==> src/rtl/note_delay_line.sv <==
// note_delay_line: tick-paced per-channel note delay line with a combinational tap.
// Define NOTE_ONSET_EN to build per-channel onset pulse logic; otherwise onset is tied to 0.
module note_delay_line #(
  parameter int NUM_CH = 8,
  parameter int DEPTH = 64,
  parameter int PERIOD = 100000,
  localparam int AW = $clog2(DEPTH),
  localparam int CW = $clog2(PERIOD),
  localparam int FW = AW + 1
) (
  input  logic              vga_clk,
  input  logic              rst_n,
  input  logic              in_valid,
  input  logic [NUM_CH-1:0] in_notes,
  input  logic [1:0]        in_shift,
  output logic              in_ready,
  input  logic              pause,
  input  logic [AW-1:0]     delay,
  output logic [NUM_CH-1:0] out_notes,
  output logic [1:0]        out_shift,
  output logic              tick,
  output logic              primed,
  output logic [NUM_CH-1:0] onset
);
  logic [CW-1:0] cnt;
  logic [FW-1:0] fill;
  logic [NUM_CH-1:0] note_line [DEPTH];
  logic [1:0] shift_line [DEPTH];
  // rst_n gates tick so reset silences it without waiting for the counter
  assign tick = rst_n && !pause && cnt == CW'(PERIOD - 1);
  assign in_ready = tick;
  assign primed = fill > {1'b0, delay};
  assign out_notes = primed ? note_line[delay] : '0;
  assign out_shift = primed ? shift_line[delay] : '0;
  always_ff @(posedge vga_clk or negedge rst_n)
    if (!rst_n) cnt <= '0;
    else if (!pause) cnt <= (cnt == CW'(PERIOD - 1)) ? '0 : cnt + 1'b1;
  always_ff @(posedge vga_clk or negedge rst_n)
    if (!rst_n) begin
      for (int i = 0; i < DEPTH; i++) begin
        note_line[i] <= '0;
        shift_line[i] <= '0;
      end
      fill <= '0;
    end else if (tick) begin
      note_line[0] <= in_valid ? in_notes : '0;
      shift_line[0] <= in_valid ? in_shift : '0;
      for (int i = 1; i < DEPTH; i++) begin
        note_line[i] <= note_line[i-1];
        shift_line[i] <= shift_line[i-1];
      end
      if (fill != FW'(DEPTH)) fill <= fill + 1'b1;
    end
`ifdef NOTE_ONSET_EN
  logic tick_d;
  logic [NUM_CH-1:0] prev_out;
  // prev_out holds the tap as it was just before the shift
  always_ff @(posedge vga_clk or negedge rst_n)
    if (!rst_n) begin
      tick_d <= 1'b0;
      prev_out <= '0;
    end else begin
      tick_d <= tick;
      if (tick) prev_out <= out_notes;
    end
  assign onset = tick_d ? out_notes & ~prev_out : '0;
`else
  assign onset = '0;
`endif
endmodule

==> config.mk <==
export PLATFORM = sky130hd
export DESIGN_NAME = note_delay_line
export DESIGN_NICKNAME = d
export VERILOG_FILES = /design/src/rtl/note_delay_line.sv
export SDC_FILE = /design/constraint.sdc
export NUM_CORES = 2
export LEC_CHECK = 0
export CAP_MARGIN = 20
export CORE_MARGIN = 4
export CORE_UTILIZATION = 60
export DETAILED_ROUTE_END_ITERATION = 8
export HOLD_SLACK_MARGIN = 0.08
export PLACE_DENSITY = 0.81
export SYNTH_ARGS = -nofsm -noshare
export SYNTH_HDL_FRONTEND = slang
export SYNTH_SLANG_ARGS = --single-unit
==> constraint.sdc <==
create_clock -name vga_clk -period 9.49 [get_ports vga_clk]
set_input_delay 1.4235 -clock vga_clk [delete_from_list [all_inputs] [get_ports vga_clk]]
set_output_delay 1.4235 -clock vga_clk [all_outputs]
set_load 0.01 [all_outputs]
Word-level counts from Yosys, hierarchy flattened
Cells that the tools add are included.
{"block": "word_totals", "register_bits": 664, "out_inout_bits": 21}
{"block": "op_classes", "add_sub_neg": 2, "n_lt_le_gt_ge": 2, "n_eq_ne": 2, "muxes": 11, "n_bitwise": 1, "reduce_logical": 4}
{"cell": "8-bit binary-select mux with 6-bit select", "count": 1}
{"cell": "8-bit two-way mux", "count": 4}
{"cell": "17-bit by 1-bit adder with 17-bit output, second input constant", "count": 1}
{"cell": "17-bit == test, second input constant", "count": 1}
{"cell": "17-bit two-way mux", "count": 1}
{"cell": "2-bit binary-select mux with 6-bit select", "count": 1}
{"cell": "2-bit two-way mux", "count": 4}
{"cell": "7-bit by 1-bit adder with 7-bit output, second input constant", "count": 1}
{"cell": "7-bit >= comparator, second input constant", "count": 1}
{"cell": "7-bit by 6-bit > comparator with 1-bit output", "count": 1}
{"cell": "7-bit != test, second input constant", "count": 1}
{"cell": "6-bit inverter with 7-bit output", "count": 1}
{"cell": "1-bit logical AND", "count": 2}
{"cell": "2-bit AND reduction", "count": 1}
{"cell": "1-bit zero test", "count": 1}

Longest topological paths before layout
{"block": "depth", "ltp_word": 5, "ltp_mapped": 14, "mapped_depth_nobuf": 8}

Worst setup path before layout
No wires, ideal clock.
{"block": "synth_timing", "path_type": "input to output", "start": "in delay[1]", "end": "out out_shift[0]", "t_arrival_ns": 3.792, "slack_ns": 4.274, "path_stages": 14, "n_path_buf": 6, "cell_sequence": "buf_4 > buf_4 > buf_2 > buf_4 > inv_1 > clkbuf_1 > ha_1 > nor2b_1 > o21bai_1 > a21boi_0 > o41a_1 > buf_2 > o2111ai_1 > nand2_1"}
{"block": "synth_between", "elab_cells_between_ends": 6}
{"element": "start, declared", "line_no": "18", "source": "input logic [AW-1:0] delay,"}
{"element": "7-bit by 6-bit > comparator with 1-bit output", "line_no": "32", "source": "assign primed = fill > {1'b0, delay};"}
{"element": "via primed", "line_no": "22", "source": "output logic primed,"}
{"element": "2-bit two-way mux", "line_no": "34", "source": "assign out_shift = primed ? shift_line[delay] : '0;"}
{"element": "end, declared", "line_no": "20", "source": "output logic [1:0] out_shift,"}
The timed path passes the listed nets, and every way through them passes these cells. The select of a mux whose other input is x is not followed.

Worst setup path after layout
{"block": "layout_timing", "start": "in delay[1]", "end": "out out_notes[5]"}
{"block": "layout_between", "elab_chain_len": 5, "elab_cells_between_ends": 6}
{"element": "6-bit inverter with 7-bit output (not written as such)", "line_no": "33", "source": "assign out_notes = primed ? note_line[delay] : '0;"}
{"element": "8-bit binary-select mux with 6-bit select", "line_no": "33"}
{"element": "8-bit two-way mux (not written as such) (2 in series)", "line_no": "33"}
{"element": "8-bit two-way mux (*)", "line_no": "33"}
{"element": "end, declared", "line_no": "19", "source": "output logic [NUM_CH-1:0] out_notes,"}
Mark *: on every way between the ends. The rest lies on a longest branch, timed or not. The select of a mux whose other input is x is not followed.

==> impl_results.md <==
* Core footprint at between 50000 and 60000 um^2
* Hold Buf Count CTS at 0
* Max-cap violations at 0
* Final Max Slew Viols at 0
* Final worst path period share at ~70%
* R2R Path Start: cnt[0]
* Status: completed
* Worst R2R Path Depth at 10
* Largest net degree at the start of global routing at approximately 200
* Worst-Margin Slew at roughly 1.1 ns
* Congestion Overflow GR at 0
* CP endpoint kind: output port
* Synth cell count leaders: nand2_1, dfrtp_1, mux4_2
* Num rows at 82
* Min-delay src: shift_line[0]
* Post-synth EDFFs at 0
* Final Wtd Congestion at slightly below 0.9
* Vias in the first global route at 22300
* Final Skew at 0.0319 ns
* Peak fanout along the critical path at between 80 and 90
* DPL Wire Length at 42.1 mm
* Final hold slack at 0.476 ns
* Yosys top cell by area: dfrtp_1
* Htree depth at 3
* Sw frac at between 20% and 30%
* Crit path kind: in -> out
* Drt total wl at between 70 and 80 mm
* Reg power frac at between 40% and 50%
* #FFs+latches synth at roughly 660
* # IOs at 41
* Critical path launch point type: primary input
* Vias at ~23000
* Share of power burned in combinational logic at 3.6%
* Final hold vios at 0
* Final Power at between 5 and 6 mW
* Resized cells post-CTS at 0
* Share of cells above drive strength 1 at under 10%
* CTS Sinks at between 600 and 700
* Final ANT Viol Nets at 0
* DR vias/cell at slightly below 6
* Clock share of power at between 40% and 50%
* Top cell type's share of synthesized area at a little over half
* Synthesized area per cell at about 9.2 um^2
* Nets at between 3000 and 4000
* RSZ-0062 raised after global routing: false
* Power per Cell Area at about 180 nW/um^2
* All-layer global routing usage at a little over a quarter
* Root Buffer: clkbuf_16
* Top FF cell, synth: dfrtp_1
* CTS Buf Count at 69
* Yosys cell types at between 40 and 50
* Final min period at between 6 and 7 ns
* Number of fill cells in the layout at 3697
* Most numerous cell in the Yosys netlist: nand2_1
* Endpoints failing setup at 0
* Leakage at around 18 nW
* Setup bufs post-CTS at 0
* Crit path DAT at roughly 5.2 ns
* Int Pwr at 4.60 mW
* FF-to-FF End: note_line[149]
* Register area share after synthesis at approximately 55%
* Setup TNS Final at 0 ns
* Area contributors post-synth: dfrtp_1, nand2_1, mux4_2
* Reg2reg setup slack at 4.44 ns
* Final non-filler cell total at between 3000 and 4000
* Register Area at around 17000 um^2
* Placed cell count at approximately 3800
* Worst-Skew Late Latency at 0.62 ns
* Die H at 233 um
* Antenna diodes at 0
* Initial Utilization at 60.8%
* Clk pin slew, worst setup/hold paths at ~0.060 ns
* Worst vdd ir at about 150 uV
* Critical Path RT at approximately 8 ns
* # DRC at 0
* Pre-antenna DRT Iters at 6
* Global-route wire length before repair at 115 mm
* Net Switching at roughly 1.3 mW
* Cells on Worst Hold Path at 2
* FMAX at about 150 MHz
* Footprint of the multi-input gates at around 13000 um^2
* DRT iter0 DRCs at around 2600
* Longest Clk Path Bufs at 3
* # port buffers at 32
* Async set-reset flop share out of synthesis at between 90% and 100%
* Max transition margin at between 20% and 30%
* Worst hold path type: reg -> reg
* Hold path endpoint: shift_line[0]
* Synth Instances at around 3300
* Number of antenna violations at the first check in global routing at 0
* Die X at ~230 um
* Mapped Area at about 30000 um^2
* Area Overhead vs Synth at 9.02%
* Post-DR wirelength/cell at about 18 um
* CTS tree: built
* Die ar. at approximately 54000 um^2
* Synth Warn # at 0
[stage by stage]
stage | setup slack [ns] | utilization (%) | cell area, um^2
floorplan | 4.27 | - | 30500
global placement | 2.98 | 61.3 | 30800
detailed placement | 2.92 | 61.3 | 30800
CTS | 2.90 | 66.1 | 33200
global route | 2.68 | 66.2 | 33200
finish | 2.87 | 66.2 | 33200
[routing by layer]
metal  up-vias  routed length, um  GRT usage (%)
li1      10500                  -              -
met1     11400              28300           35.3
met2       755              34300           41.7
met3       169               4150           4.87
met4         0               3240           11.8
met5         -                  0              0
[how the worst max path moves through the flow]
stage,from,endpoint,slack (ns),depth (start not counted)
after global routing,delay[1],out_shift[0],2.68,10
after floorplan,delay[1],out_shift[0],4.27,14
final,delay[1],out_notes[5],2.87,9
after detailed placement,delay[1],out_notes[0],2.92,10
after global placement,delay[1],out_notes[5],2.98,9
after CTS,delay[1],out_shift[0],2.90,10
[cell families after synthesis]
family,Yosys count,synth area share [%]
and+or+nand+nor,2094,26.3
DFF,664,54.5
buffers and inverters,218,3.80
muxes,183,12.0
AOI/OAI and AO/OA,121,2.49
xor gates and xnor gates,18,0.517
adders and majority gates,9,0.369
other,1,0.0123
[power groups by stage]
stage,combinational [mW],sequential (mW),clock (mW)
2_1_floorplan,0.111,2.90,0
3_3_place_gp,0.211,2.90,0
3_5_place_dp,0.215,2.90,0
4_1_cts,0.216,2.85,2.88
5_1_grt,0.234,2.85,2.99
6_report,0.214,2.85,2.84
[cell type report]
cell class | count | area share (%)
clock buffer | 100 | 6.31
clock inverter | 24 | 0.911
inverter | 11 | 0.147
multi-input combinational | 2433 | 38.4
sequential | 664 | 50.0
tap | 672 | 2.53
timing repair buffer | 57 | 1.75
[critical path, stage by stage]
cell,delay [ns]
buf_6,0.72
inv_1,0.61
ha_1,0.49
nor2b_1,0.18
o21bai_1,0.07
a21boi_0,0.17
o41a_1,0.56
and3_1,0.37
clkdlybuf4s50_1,0.57
[flip-flops by register name, indices dropped and copies added, names as in the netlist]
name,flops
shift_line,128
note_line,512
fill,7
cnt,17
[cells in the final DEF (no fill, tap or decap), types with 4 or more instances in the layout]
master | Yosys | final
a21oi_1 | 40 | 40
a22oi_1 | 17 | 17
clkbuf_16 | 0 | 72
clkbuf_1 | 30 | 9
xnor2_1 | 16 | 16
mux4_2 | 145 | 145
nand4_1 | 8 | 8
nor2_1 | 21 | 21
and3_1 | 5 | 5
nand3_1 | 51 | 50
bufinv_16 | 0 | 6
o21ai_0 | 17 | 17
clkinv_2 | 0 | 10
ha_1 | 9 | 9
clkinvlp_4 | 0 | 4
a31oi_1 | 10 | 10
conb_1 | 1 | 8
mux2i_1 | 36 | 36
nand2_1 | 1990 | 1990
dfrtp_1 | 664 | 664
a22o_1 | 7 | 7
clkdlybuf4s50_1 | 0 | 28
buf_4 | 49 | 22
inv_1 | 8 | 8
clkbuf_8 | 0 | 20
o22ai_1 | 16 | 16
No activity file was read; power rests on OpenSTA's default activity.
